`src/rtl/data_sram_arbiter.sv`:
```
// Two-port arbiter in front of a single-ported data SRAM: the data side has
// priority, and the instruction side is forced through after STARVE_MAX lost rounds.
module data_sram_arbiter #(
    parameter int RD_LAT     = 1,
    parameter int STARVE_MAX = 4
) (
    input  logic        clk,
    input  logic        rst,
    input  logic        if_req,
    input  logic [3:0]  if_wen,
    input  logic [31:0] if_addr,
    input  logic [31:0] if_wdata,
    output logic        if_gnt,
    output logic        if_rvalid,
    output logic [31:0] if_rdata,
    input  logic        mem_req,
    input  logic [3:0]  mem_wen,
    input  logic [31:0] mem_addr,
    input  logic [31:0] mem_wdata,
    output logic        mem_gnt,
    output logic        mem_rvalid,
    output logic [31:0] mem_rdata,
    output logic        sram_en,
    output logic [3:0]  sram_wen,
    output logic [31:0] sram_addr,
    output logic [31:0] sram_wdata,
    input  logic [31:0] sram_rdata,
    output logic        stallreq_if,
    output logic        stallreq_mem,
    output logic        busy
);

    typedef enum logic [1:0] {IDLE, RD_WAIT, RESP} state_t;

    localparam logic [1:0] LAT_LOAD   = (RD_LAT >= 2) ? 2'(RD_LAT - 2) : 2'd0;
    localparam logic [3:0] STARVE_LIM = 4'(STARVE_MAX);

    state_t      state;
    logic        owner_mem;
    logic [1:0]  lat_cnt;
    logic [3:0]  starve_cnt;

    logic arb, starved, if_win, mem_win, win_read, in_resp;

    always_comb begin
        // NOTE: every combinational output gets a default first, so no path leaves it unassigned (no latch).
        arb        = !rst && (state != RD_WAIT);
        starved    = (starve_cnt == STARVE_LIM);
        mem_win    = arb && mem_req && !(starved && if_req);
        if_win     = arb && if_req && !mem_win;
        win_read   = (mem_win && (mem_wen == 4'd0)) || (if_win && (if_wen == 4'd0));
        in_resp    = !rst && (state == RESP);

        sram_en    = 1'b0;
        sram_wen   = 4'd0;
        sram_addr  = 32'd0;
        sram_wdata = 32'd0;
        if (mem_win) begin
            sram_en    = 1'b1;
            sram_wen   = mem_wen;
            sram_addr  = mem_addr;
            sram_wdata = mem_wdata;
        end else if (if_win) begin
            sram_en    = 1'b1;
            sram_wen   = if_wen;
            sram_addr  = if_addr;
            sram_wdata = if_wdata;
        end
    end

    assign if_gnt       = if_win;
    assign mem_gnt      = mem_win;
    assign if_rvalid    = in_resp && !owner_mem;
    assign mem_rvalid   = in_resp && owner_mem;
    assign if_rdata     = if_rvalid  ? sram_rdata : 32'd0;
    assign mem_rdata    = mem_rvalid ? sram_rdata : 32'd0;
    assign busy         = !rst && (state == RD_WAIT);
    // The data side also holds while its own read is still in flight.
    assign stallreq_if  = !rst && if_req && !if_win;
    assign stallreq_mem = !rst && ((mem_req && !mem_win) || (busy && owner_mem));

    // NOTE: sequential state uses non-blocking assignments only, so every register samples pre-edge values.
    always_ff @(posedge clk) begin
        if (rst) begin
            state      <= IDLE;
            owner_mem  <= 1'b0;
            lat_cnt    <= 2'd0;
            starve_cnt <= 4'd0;
        end else begin
            case (state)
                RD_WAIT: begin
                    if (lat_cnt == 2'd0) state <= RESP;
                    else                 lat_cnt <= lat_cnt - 2'd1;
                end
                default: begin
                    if (win_read) begin
                        owner_mem <= mem_win;
                        if (RD_LAT == 1) begin
                            state <= RESP;
                        end else begin
                            state   <= RD_WAIT;
                            lat_cnt <= LAT_LOAD;
                        end
                    end else begin
                        state <= IDLE;
                    end
                    // A pending IF request that did not win can only have lost to mem.
                    if (if_win || !if_req)  starve_cnt <= 4'd0;
                    else if (!starved)      starve_cnt <= starve_cnt + 4'd1;
                end
            endcase
        end
    end

endmodule
```
`config.mk`:
```
export PLATFORM = sky130hd
export DESIGN_NAME = data_sram_arbiter
export DESIGN_NICKNAME = d
export VERILOG_FILES = /design/src/rtl/data_sram_arbiter.sv
export SDC_FILE = /design/constraint.sdc
export NUM_CORES = 1
export LEC_CHECK = 0
export CORE_AREA = 2 2 122 124
export DETAILED_ROUTE_END_ITERATION = 12
export DIE_AREA = 0 0 124 126
export PLACE_DENSITY = 0.57
export SKIP_LAST_GASP = 1
export SLEW_MARGIN = 15
export SYNTH_ARGS = -nofsm -noshare
export SYNTH_HDL_FRONTEND = slang
export SYNTH_SLANG_ARGS = --single-unit
```
`constraint.sdc`:
```
create_clock -name clk -period 2.15 [get_ports clk]
set_input_delay 0.43 -clock clk [delete_from_list [all_inputs] [get_ports clk]]
set_output_delay 0.43 -clock clk [all_outputs]
set_load 0.01 [all_outputs]
```
After elaboration in Yosys (flattened, before gate mapping)
Index checks and enable logic that the tools add are counted.
- add/sub/neg operators: 2
- eq/ne operators: 6
- multiplexer cells: 15
- bitwise gates (word level): 2
- reduce and logical (&&, ||, !) cells: 32
- operators by type and width (operator ; count):
    2-to-1 mux 32 bit ; 6
    logical AND 1 bit ; 17
    2-to-1 mux 4 bit ; 4
    zero test 4 bit ; 2
    zero test 1 bit ; 6
    2-to-1 mux 2 bit ; 3
    != test 2 x 1 -> 1 bit, second input constant ; 3
    AND reduction 2 bit ; 3
    adder 4 x 1 -> 4 bit, second input constant ; 1
    equality test 4 x 3 -> 1 bit, second input constant ; 1
    logical OR 1 bit ; 3
    equality test 2 x 1 -> 1 bit, second input constant ; 1
    equality test 2 bit, second input constant ; 1
    zero test 2 bit ; 1
    2-to-1 mux 1 bit ; 2
    inverter 1 bit ; 2
    subtractor 2 x 1 -> 2 bit, second input constant ; 1
- flip-flop bits (word level): 9
- output and inout port bits: 140
- logic and storage cells: 61

Logic depth before layout (Yosys ltp)
Gate-level depths: netlist of the first run.
- word-level depth: 10
- gate-level depth with buffers: 8
- mapped depth without buffers: 5

Worst setup path after synthesis of the first run
OpenSTA, ideal clock, no wires.
- path type: reg2out
- start point: register starve_cnt[0]
- end point: output port sram_wen[0]
- arrival: 1.495 ns
- required time: 1.720 ns
- slack: 0.225 ns
- stages on the path, launching flop included: 8
- cells stage by stage: dfxtp_1 inv_1 ha_1 nand4b_1 and3b_1 clkbuf_1 buf_2 mux2i_1
- cells in the longest elaborated chain, start to end: 8
- ends and longest elaborated chain (item ; RTL line ; text):
    from (decl) ; 41 ; logic [3:0] starve_cnt;
    from (signal assigned) ; 109 ; else if (!starved) starve_cnt <= starve_cnt + 4'd1;
    equality test 4 x 3 -> 1 bit (*) ; 48 ; starved = (starve_cnt == STARVE_LIM);
    logical AND 1 bit (*) ; 49 ; mem_win = arb && mem_req && !(starved && if_req);
    zero test 1 bit (*) ; 49 ;
    logical AND 1 bit (*) ; 49 ;
    named net mem_gnt ; 20 ; output logic mem_gnt,
    zero test 1 bit ; 50 ; if_win = arb && if_req && !mem_win;
    logical AND 1 bit ; 50 ;
    2-to-1 mux 4 bit ; 63 ; end else if (if_win) begin
    2-to-1 mux 4 bit (*) ; 58 ; if (mem_win) begin
    to (decl) ; 24 ; output logic [3:0] sram_wen,
The timed path passes the listed nets; every way through them passes the cells marked *.

Worst setup path after layout of the first run
- start point: register starve_cnt[1]
- end point: output port sram_wdata[7]
- cells in the longest elaborated chain, start to end: 8
- ends and longest elaborated chain (item ; RTL line ; text):
    equality test 4 x 3 -> 1 bit (*) ; 48 ;
    logical AND 1 bit (*) ; 49 ;
    zero test 1 bit (*) ; 49 ;
    logical AND 1 bit (*) ; 49 ;
    zero test 1 bit ; 50 ;
    logical AND 1 bit ; 50 ;
    2-to-1 mux 32 bit ; 63 ;
    2-to-1 mux 32 bit (*) ; 58 ;
    to (decl) ; 26 ; output logic [31:0] sram_wdata,
Every way passes the cells marked *; elsewhere a longest branch is shown, timed or not.

==> results of run 1 <==
critical path, delay by kind of cell, from the launching register on:
family                     cells  cell delay [ns]
AOI/OAI and AO/OA              1             0.23
DFF                            1             0.31
buffers and inverters          5             0.62
and+or+nand+nor                2             0.42
adders and majority gates      1             0.14
registers in the layout, summed over array words and instances (netlist names):
name        flops
starve_cnt      4
state           1
owner_mem       1
Yosys cell counts:
library cell,instances
a211oi_1,1
a21o_1,1
a21oi_1,1
a22o_1,67
and2_1,65
and3_1,3
and3b_1,2
buf_2,6
buf_4,3
buf_6,5
clkbuf_1,9
conb_1,1
dfxtp_1,6
ha_1,2
inv_1,3
mux2i_1,1
nand2_1,1
nand2b_1,3
nand3_1,2
nand3b_1,1
nand4b_1,1
nor2_1,2
nor2b_1,1
nor3b_1,2
nor4_1,1
o2111a_1,1
o2bb2ai_1,1
or4_1,1
xnor2_1,1
area by class of cell:
cell class / instances / area share [%]
multi-input combinational: 162 / 23.53
sequential: 6 / 2.263
tap: 184 / 4.248
clock buffer: 3 / 1.385
inverter: 3 / 0.2078
timing repair buffer: 371 / 68.37
where the power goes:
part / switching [mW] / internal (mW)
logic: 0.261 / 0.503
clock network: 0.0647 / 0.239
registers: 0.00121 / 0.114
repair_timing:
| item | in CTS | in global routing |
|---|---|---|
| setup endpoints to repair | 139 | 137 |
| buffers inserted | 28 | 9 |
| gates resized for setup | 281 | 98 |
| gates cloned | 11 | 4 |
| pin swaps | 15 | 27 |
per-stage QoR:
stage	utilization [%]	instances	cell area (um^2)	setup slack, ns	total power [mW]
5_1_grt	37.86	729	5419	-0.3129	1.236
3_3_place_gp	34.19	682	4893	-0.6511	0.8373
4_1_cts	38.07	724	5449	-0.3496	1.188
3_5_place_dp	34.19	682	4893	-0.6404	0.8375
2_1_floorplan	-	194	1483	0.2251	0.2961
6_report	37.86	729	5419	-0.2354	1.183
kinds of logic after synthesis:
logic type	count (synthesis)	share of synthesized area, %
multiplexers	1	0.6751
buffers and inverters	26	10.38
XOR/XNOR	1	0.5908
AND/OR/NAND/NOR	85	36.03
AO/OA/AOI/OAI	72	42.28
other	1	0.2529
adder cells (fa/ha/maj)	2	1.687
flip-flops	6	8.102
final timing paths:
kind | start | end | slack, ns | cells past startpoint
min reg2reg | owner_mem | owner_mem | 0.52 | 2
max | starve_cnt[1] | sram_wdata[7] | -0.24 | 9
max reg2reg | starve_cnt[1] | owner_mem | 0.08 | 13
min | owner_mem | owner_mem | 0.52 | 2
layer usage:
layer | up-vias | share of wire, % | global-route usage, %
met5 | - | 0 | 0
met4 | 0 | 1.1 | 2.512
met3 | 11 | 9.6 | 3.487
met2 | 209 | 57 | 33.90
met1 | 1381 | 33 | 16.20
li1 | 1427 | - | -
==> metrics.md, run 1 <==
| Metric | Value |
|---|---|
| Synthesized area divided by synthesized cell count | `around 7.6 um^2` |
| Count of buffers inserted at the top-level ports | `between 300 and 400` |
| Type of the tightest min-delay check | `register to register` |
| Most common cell after layout, fill and taps aside | `clkdlybuf4s50_1` |
| Status | `finished with violations` |
| Worst clock skew on the final layout | `0.001822 ns` |
| Post-synthesis net count | `368` |
| Number of placed I/O pins | `312` |
| Routability congestion estimate | `0.8961` |
| Data arrival time at the worst-slack endpoint | `1.96 ns` |
| Post-CTS Hold Buffers | `0` |
| Register bit count reported by yosys | `6` |
| Routed wirelength normalized by instance count | `between 15 and 20 um` |
| CTS H-Tree Depth | `1` |
| Total Routed Length | `14310 um` |
| Synthesis Warnings | `0` |
| Seq/Total Area, Yosys | `under 10%` |
| Fill cell count | `1475` |
| Final #Nets | `721` |
| Synthesized instance count | `between 150 and 200` |
| Number of placement rows | `44` |
| Number of max-slew violations in the final report | `0` |
| GRT Resource Usage Total | `16.30%` |
| Critical path cell sequence | `inv_2 > ha_4 > nand4b_1 > and3b_2 > buf_6 > buf_8 > buf_4 > a22o_1 > buf_2` |
| Worst Setup Slack, final | `-0.2354 ns` |
| DRC | `0` |
| Standard cell with the maximum stage delay on the critical path | `dfxtp_2` |
| Area of the core | `~14000 um^2` |
| Clk root buf | `clkbuf_16` |
| Count of unique library cells instantiated by Yosys | `29` |
| Setup total negative slack | `-9.014 ns` |
| Classification of the worst setup path | `register to output port` |
| Post-detailed-placement half-perimeter wirelength | `roughly 10000 um` |
| Power density over the cells | `218.3 nW/um^2` |
| Required @ worst endpoint | `~1.7 ns` |
| Dominant cells by area after synthesis | `a22o_1 (40%), and2_1 (27%), dfxtp_1 (8.1%)` |
| Buffer depth of the longest clock path | `2` |
| Top achievable clock speed | `0.4192 GHz` |
| Number of antenna violations at the first check in global routing | `0` |
| Starting DRC count in detailed routing | `42` |
| Layout cells sized above 1 | `26.24%` |
| Overflow after GRT | `0` |
| Number of buffers inserted during clock tree synthesis | `3` |
| Maximum net fanout on the critical path | `6` |
| Area of the multi-input gates | `1275 um^2` |
| Area added between synthesis and finish | `265.5%` |
| Via count of the first global-routing pass | `3241` |
| Die outline height | `126 um` |
| Number of detailed-route iterations in the first pass | `4` |
| Top library cells by usage in the layout, fill and taps aside | `clkdlybuf4s50_1 (169), a22o_1 (66), and2_1 (65)` |
| Clock sink count | `6` |
| Worst-skew pair later-pin latency | `about 0.23 ns` |
| Count of final setup violators | `approximately 70` |
| Clock-pin slew on the worst setup and hold paths | `0.03 ns` |
| Final antenna-violating net count | `0` |
| Final period utilization | `110.9%` |
| Floorplan die area | `about 16000 um^2` |
| TritonCTS clock tree | `done` |
| Number of antenna repair diodes | `0` |
| Category of the worst setup path launch point | `register` |
| Starting Density | `10.36%` |
| Hold Worst Slack | `0.5227 ns` |
| Wire length of the first global-routing pass | `18990 um` |
| Die Width | `124 um` |
| Final Hold Viols | `0` |
| Fraction of synthesized cell area taken by the top area cell type | `39.58%` |
| Post-synthesis instance area | `1483 um^2` |
| Setup crit end kind | `output port` |
| Peak supply drop | `roughly 0.17 mV` |
| Leak | `2.744 nW` |
| Largest incremental delay on the critical path | `0.31 ns` |
| Cell type contributing the most total cell area after synthesis | `a22o_1` |
| Routed via count divided by cell count | `between 4 and 5` |
| Min cycle time layout | `~2.4 ns` |
| Violations in the final reports | `negative setup slack` |
| Sequential Area | `between 100 and 150 um^2` |
| Routed vias | `3028` |
| Largest net degree at the start of global routing | `26` |
| Unrepaired setup endpoints after global routing | `yes` |
| Maximum capacitance violations | `0` |
Power figures use the tool's default switching activity.
==> inputs of run 2 (changes only) <==
- ABC_CLOCK_PERIOD_IN_PS: default -> 2150
==> results of run 2 <==
The final DEF is identical to that of run 1; final timing and power are the same.
